File: config.mk
export PLATFORM = sky130hd
export DESIGN_NAME = mem_arbiter
export DESIGN_NICKNAME = d
export VERILOG_FILES = /design/src/rtl/mem_arbiter.sv
export SDC_FILE = /design/constraint.sdc
export NUM_CORES = 1
export LEC_CHECK = 0
export BUFFER_PORTS_ARGS = -buffer_cell sky130_fd_sc_hd__clkbuf_2
export CORE_AREA = 2 2 238 240
export CTS_BUF_LIST = sky130_fd_sc_hd__clkbuf_8
export CTS_CLUSTER_SIZE = 20
export DETAILED_ROUTE_END_ITERATION = 7
export DIE_AREA = 0 0 240 242
export PLACE_DENSITY = 0.35
export SYNTH_ARGS = -nofsm -noshare
export SYNTH_HDL_FRONTEND = slang
export SYNTH_SLANG_ARGS = --single-unit
File: constraint.sdc
create_clock -name clock -period 2.35 [get_ports clock]
set_input_delay 0.47 -clock clock [delete_from_list [all_inputs] [get_ports clock]]
set_output_delay 0.47 -clock clock [all_outputs]
set_load 0.02 [all_outputs]
File: src/rtl/mem_arbiter.sv
// Round-robin arbiter sharing one host-memory request/write/read port between two engines.
// Whole bursts are granted and the port stays locked to the owner until its last beat.
module mem_arbiter #(
  parameter int MEM_LEN_BITS  = 8,
  parameter int MEM_ADDR_BITS = 64,
  parameter int MEM_DATA_BITS = 64
) (
  input  logic                     clock,
  input  logic                     reset,

  input  logic                     c0_req_valid,
  output logic                     c0_req_ready,
  input  logic                     c0_req_opcode,
  input  logic [MEM_LEN_BITS-1:0]  c0_req_len,
  input  logic [MEM_ADDR_BITS-1:0] c0_req_addr,
  input  logic                     c0_wr_valid,
  input  logic [MEM_DATA_BITS-1:0] c0_wr_bits,
  output logic                     c0_rd_valid,
  output logic [MEM_DATA_BITS-1:0] c0_rd_bits,
  input  logic                     c0_rd_ready,

  input  logic                     c1_req_valid,
  output logic                     c1_req_ready,
  input  logic                     c1_req_opcode,
  input  logic [MEM_LEN_BITS-1:0]  c1_req_len,
  input  logic [MEM_ADDR_BITS-1:0] c1_req_addr,
  input  logic                     c1_wr_valid,
  input  logic [MEM_DATA_BITS-1:0] c1_wr_bits,
  output logic                     c1_rd_valid,
  output logic [MEM_DATA_BITS-1:0] c1_rd_bits,
  input  logic                     c1_rd_ready,

  output logic                     mem_req_valid,
  output logic                     mem_req_opcode,
  output logic [MEM_LEN_BITS-1:0]  mem_req_len,
  output logic [MEM_ADDR_BITS-1:0] mem_req_addr,
  output logic                     mem_wr_valid,
  output logic [MEM_DATA_BITS-1:0] mem_wr_bits,
  input  logic                     mem_rd_valid,
  input  logic [MEM_DATA_BITS-1:0] mem_rd_bits,
  output logic                     mem_rd_ready,

  output logic                     busy,
  output logic                     owner
);

  typedef enum logic [1:0] {
    ST_IDLE  = 2'd0,
    ST_READ  = 2'd1,
    ST_WRITE = 2'd2
  } state_t;

  localparam logic [MEM_LEN_BITS-1:0] LP_ONE = {{(MEM_LEN_BITS-1){1'b0}}, 1'b1};

  state_t                  r_state;
  logic                    r_owner;
  logic                    r_rr;
  logic [MEM_LEN_BITS-1:0] r_cnt;

  state_t                  w_state_nxt;
  logic                    w_owner_nxt;
  logic                    w_rr_nxt;
  logic [MEM_LEN_BITS-1:0] w_cnt_nxt;
  logic                    w_sel;
  logic                    w_beat;

  always_ff @(posedge clock or negedge reset) begin
    if (!reset) begin
      r_state <= ST_IDLE;
      r_owner <= 1'b0;
      r_rr    <= 1'b0;
      r_cnt   <= '0;
    end else begin
      r_state <= w_state_nxt;
      r_owner <= w_owner_nxt;
      r_rr    <= w_rr_nxt;
      r_cnt   <= w_cnt_nxt;
    end
  end

  // Every output is forced low while reset is held, including the combinational pass-throughs.
  always_comb begin
    w_state_nxt    = r_state;
    w_owner_nxt    = r_owner;
    w_rr_nxt       = r_rr;
    w_cnt_nxt      = r_cnt;
    w_sel          = (c0_req_valid && c1_req_valid) ? r_rr : c1_req_valid;
    w_beat         = 1'b0;
    c0_req_ready   = 1'b0;
    c1_req_ready   = 1'b0;
    c0_rd_valid    = 1'b0;
    c0_rd_bits     = '0;
    c1_rd_valid    = 1'b0;
    c1_rd_bits     = '0;
    mem_req_valid  = 1'b0;
    mem_req_opcode = 1'b0;
    mem_req_len    = '0;
    mem_req_addr   = '0;
    mem_wr_valid   = 1'b0;
    mem_wr_bits    = '0;
    mem_rd_ready   = 1'b0;

    if (reset) begin
      case (r_state)
        ST_IDLE: begin
          if (c0_req_valid || c1_req_valid) begin
            mem_req_valid  = 1'b1;
            mem_req_opcode = w_sel ? c1_req_opcode : c0_req_opcode;
            mem_req_len    = w_sel ? c1_req_len    : c0_req_len;
            mem_req_addr   = w_sel ? c1_req_addr   : c0_req_addr;
            c0_req_ready   = ~w_sel;
            c1_req_ready   = w_sel;
            w_owner_nxt    = w_sel;
            w_cnt_nxt      = mem_req_len;
            w_state_nxt    = mem_req_opcode ? ST_WRITE : ST_READ;
          end
        end
        ST_WRITE: begin
          mem_wr_valid = r_owner ? c1_wr_valid : c0_wr_valid;
          mem_wr_bits  = r_owner ? c1_wr_bits  : c0_wr_bits;
          w_beat       = mem_wr_valid;
        end
        ST_READ: begin
          mem_rd_ready = r_owner ? c1_rd_ready : c0_rd_ready;
          if (r_owner) begin
            c1_rd_valid = mem_rd_valid;
            c1_rd_bits  = mem_rd_bits;
          end else begin
            c0_rd_valid = mem_rd_valid;
            c0_rd_bits  = mem_rd_bits;
          end
          w_beat = mem_rd_valid && mem_rd_ready;
        end
        default: w_state_nxt = ST_IDLE;
      endcase

      if (w_beat) begin
        if (r_cnt == '0) begin
          w_state_nxt = ST_IDLE;
          w_rr_nxt    = ~r_owner;
        end else begin
          w_cnt_nxt = r_cnt - LP_ONE;
        end
      end
    end
  end

  assign busy  = (r_state != ST_IDLE);
  assign owner = r_owner;

endmodule

==> implementation parameters <==
Parameter                              Value

Final layout
  Final non-filler cell total ... 1929
  Fraction of final layout cells with drive strength greater than 1 ... 0.5865
  # diodes ... 0
  Nets ... approximately 1500
  Area delta synth->final ... 132.5%

Clock network
  TritonCTS clock tree ... done
  Post-cts hold buffer count ... 0
  Worst skew pair latency ... 0.24 ns
  Number of buffers added by the clock tree synthesis step ... 3
  Clock-pin transition on the worst setup and hold timing paths ... 0.05 ns
  Maximum count of clock buffers along a single path ... 2
  H-Tree Level Count ... 1
  Number of sinks handled by clock tree synthesis ... 12
  Cell chosen for the clock root ... clkbuf_8

Floorplanning
  Die Width ... 240 µm
  Die Area ... between 0.05 and 0.06 mm²
  Area of the core ... 0.05573 mm²
  Height of the chip ... 242 µm
  Number of I/O pins ... 621
  Site Rows ... 87
  Initial standard-cell utilization of the core ... 0.06082

Yosys
  Avg Cell Area, Syn ... a little over 6 µm²
  Top-area cell type share of the netlist area ... 0.2381
  Synth unique cells ... 40
  Cell type with the largest total area after synthesis ... nor2_1
  Number of instances in the synthesized netlist ... approximately 560
  Sequential area share after synthesis ... 0.08859
  Netlist Area Pre-Place ... 0.003390 mm²
  Post-Syn Nets ... 912
  Warning count from the yosys run ... 0
  Area contributors post-synth ... nor2_1 (24%), mux2i_1 (19%), a22o_1 (17%), dfrtp_1 (8.9%), nand2_1 (8.2%)
  #FFs+latches synth ... 12

Placed design
  Port bufs ... 620
  Worst-case setup slack after placement ... 0.04187 ns
  Detail Placement HPWL ... 27.35 mm
  Dpl cells ... 1919
  Routability cong. ... 0.8651

Drt
  DRT Pass-1 Iters ... 4
  Initial drt markers ... 255
  Vias per std cell ... 3.434
  Total length of routed wires ... about 32 mm
  Total number of vias ... 6625
  Post-route ant nets ... 0
  Routed wirelength normalized by instance count ... 16.55 µm
  Post-detailed-route DRC marker count ... 0

Critical path
  Critical path arrival ... 1.80 ns
  Kind of end point of the critical path ... output pin
  FF-to-FF Start ... owner
  Critical setup path kind ... reg2out
  CP Launch Point ... r_state[1]
  Req. time, crit path ... 1.88 ns
  Register-to-register setup slack ... around 0.15 ns
  Worst Reg-to-Reg Cells ... 7
  Worst-path maximum fanout ... 30
  Worst R2R End ... r_cnt[1]
  Startpoint class of the critical path ... flop

GRT
  First-pass GRT wire length ... ~42 mm
  Total overflow reported by the global router ... 0
  Maximum number of pins on one net before global-route repair ... 58
  Vias in the first global route ... 6408
  Global router's overall resource usage ... 0.09786
  Initial antenna violation count ... 2

Timing
  Transition time of the tightest slew-check pin ... 0.5364 ns
  Hold Violations, Final ... 0
  Final worst path period share ... 0.9666
  Setup violation total in the final timing report ... 0
  Slew Viols, Final ... 0
  Unrepaired setup endpoints after global routing ... no
  Headroom to the max-slew limit ... 0.6387
  Achievable Freq ... 0.4402 GHz
  Setup slack of the critical path after layout ... roughly 0.078 ns
  Post-layout minimum cycle time ... 2.272 ns
  Worst Skew ... just over 0.009 ns

Power and ir drop
  Leakage power ... 0.004362 µW
  Largest voltage drop on the vdd net ... 0.3005 mV
  Total design power ... about 5700 µW
  Power per cell area ... just over 700 mW/mm²

Run status
  Result of the run ... complete, no violations

Worst hold path
  Worst hold-check path type ... in2async

Flow run
  Reported max-cap violation count ... 0
[per-layer routing]
metal	GRT usage	wire, µm	vias to the layer above	share of wire
li1	-	-	3160	-
met1	0.09876	11410	3015	0.36
met2	0.2038	17400	419	0.54
met3	0.01333	2288	29	0.072
met4	0.02466	818	2	0.026
met5	0	13	-	0.00041
[state kept, by name, summed over array words and instances, names as in the netlist]
| register | count |
|---|---|
| r_cnt | 8 |
| r_rr | 1 |
| r_state | 2 |
| owner | 1 |
[cell usage after synthesis, drive strengths merged]
master	number
a21boi	1
a21o	1
a21oi	7
a221o	4
a22o	64
a2bb2oi	1
a31oi	3
a32oi	9
and3	2
and4	1
buf	25
clkbuf	32
dfrtp	12
ha	4
inv	9
mux2	1
mux2i	66
nand2	75
nand2b	4
nand3	3
nand3b	1
nor2	215
nor2b	2
nor3b	2
nor4	1
o211ai	1
o21ai	5
o221a	1
o221ai	2
o22a	1
o22ai	1
o2bb2ai	1
o31a	1
o31ai	1
o41ai	1
or4	1
[repair_timing]
item,in CTS,in global routing
cloned,2,1
endpoints found under the setup margin,67,78
resized for setup,10,8
pin swaps,1,0
setup buffers,3,1
[cell usage in the layout (no fill, tap or decap), types with 3 or more instances in the layout]
cell type  Yosys  final
a21oi_1        7      7
a221o_1        4      4
a22o_1        64     62
a31oi_1        3      3
a32oi_1        9      9
buf_12         0     14
buf_4          2     33
clkbuf_2       0    613
clkbuf_8       0      3
dfrtp_1       12     11
inv_1          9      8
mux2i_1       66     66
nand2_1       74     71
nand2_2        1      3
nand2b_1       4      3
nand3_1        3      3
nor2_1       215    213
o21ai_0        5      5
[per-stage QoR]
stage / hold WS, ns / utilization / setup TNS [ns] / cell area, µm²
6_report: 0.2240 / 0.1414 / 0 / 7881
3_5_place_dp: 0.4497 / 0.1377 / 0 / 7674
5_1_grt: 0.2270 / 0.1414 / 0 / 7881
3_3_place_gp: 0.4551 / 0.1377 / 0 / 7674
2_1_floorplan: 0.1744 / - / 0 / 3390
4_1_cts: 0.2270 / 0.1411 / -0.008157 / 7861
[worst max-delay path: stages, from the launching register on]
cell and delay (ns):
dfrtp_1 0.40, inv_2 0.11, ha_4 0.15, nand2_4 0.08, nor2b_4 0.19, buf_12 0.21
a22o_1 0.18, clkbuf_2 0.19
[logic make-up after synthesis]
logic type                 after synthesis  share of synthesized area
and+or+nand+nor                        307                     0.3577
buffers and inverters                   66                    0.08195
adders and majority gates                4                    0.01477
DFF                                     12                    0.08859
muxes                                   67                     0.1993
AOI/OAI and AO/OA                      105                     0.2577
[area by class of cell]
type                    instances  area, µm²
multi-input cells             483       2887
fillers                      6529      47850
inverters                       9      33.78
clock inverters                 1      3.754
well taps                     756      945.9
flip-flops and latches         12      304.0
clock buffers                   3      41.29
repair buffers                665       3666
[where the power goes]
group	switching [µW]	internal, µW
sequential	136	313
combinational	3100	1970
clock	82.5	115
[worst max-delay path by stage]
| stage | end | cells past startpoint |
|---|---|---|
| 6_report | mem_req_addr[61] | 7 |
| 3_5_place_dp | mem_req_addr[16] | 6 |
| 2_1_floorplan | mem_req_addr[55] | 6 |
| 4_1_cts | c0_rd_bits[56] | 7 |
| 3_3_place_gp | mem_req_addr[16] | 6 |
| 5_1_grt | mem_req_addr[22] | 8 |
Note: power is estimated with default switching activity, not from simulation.
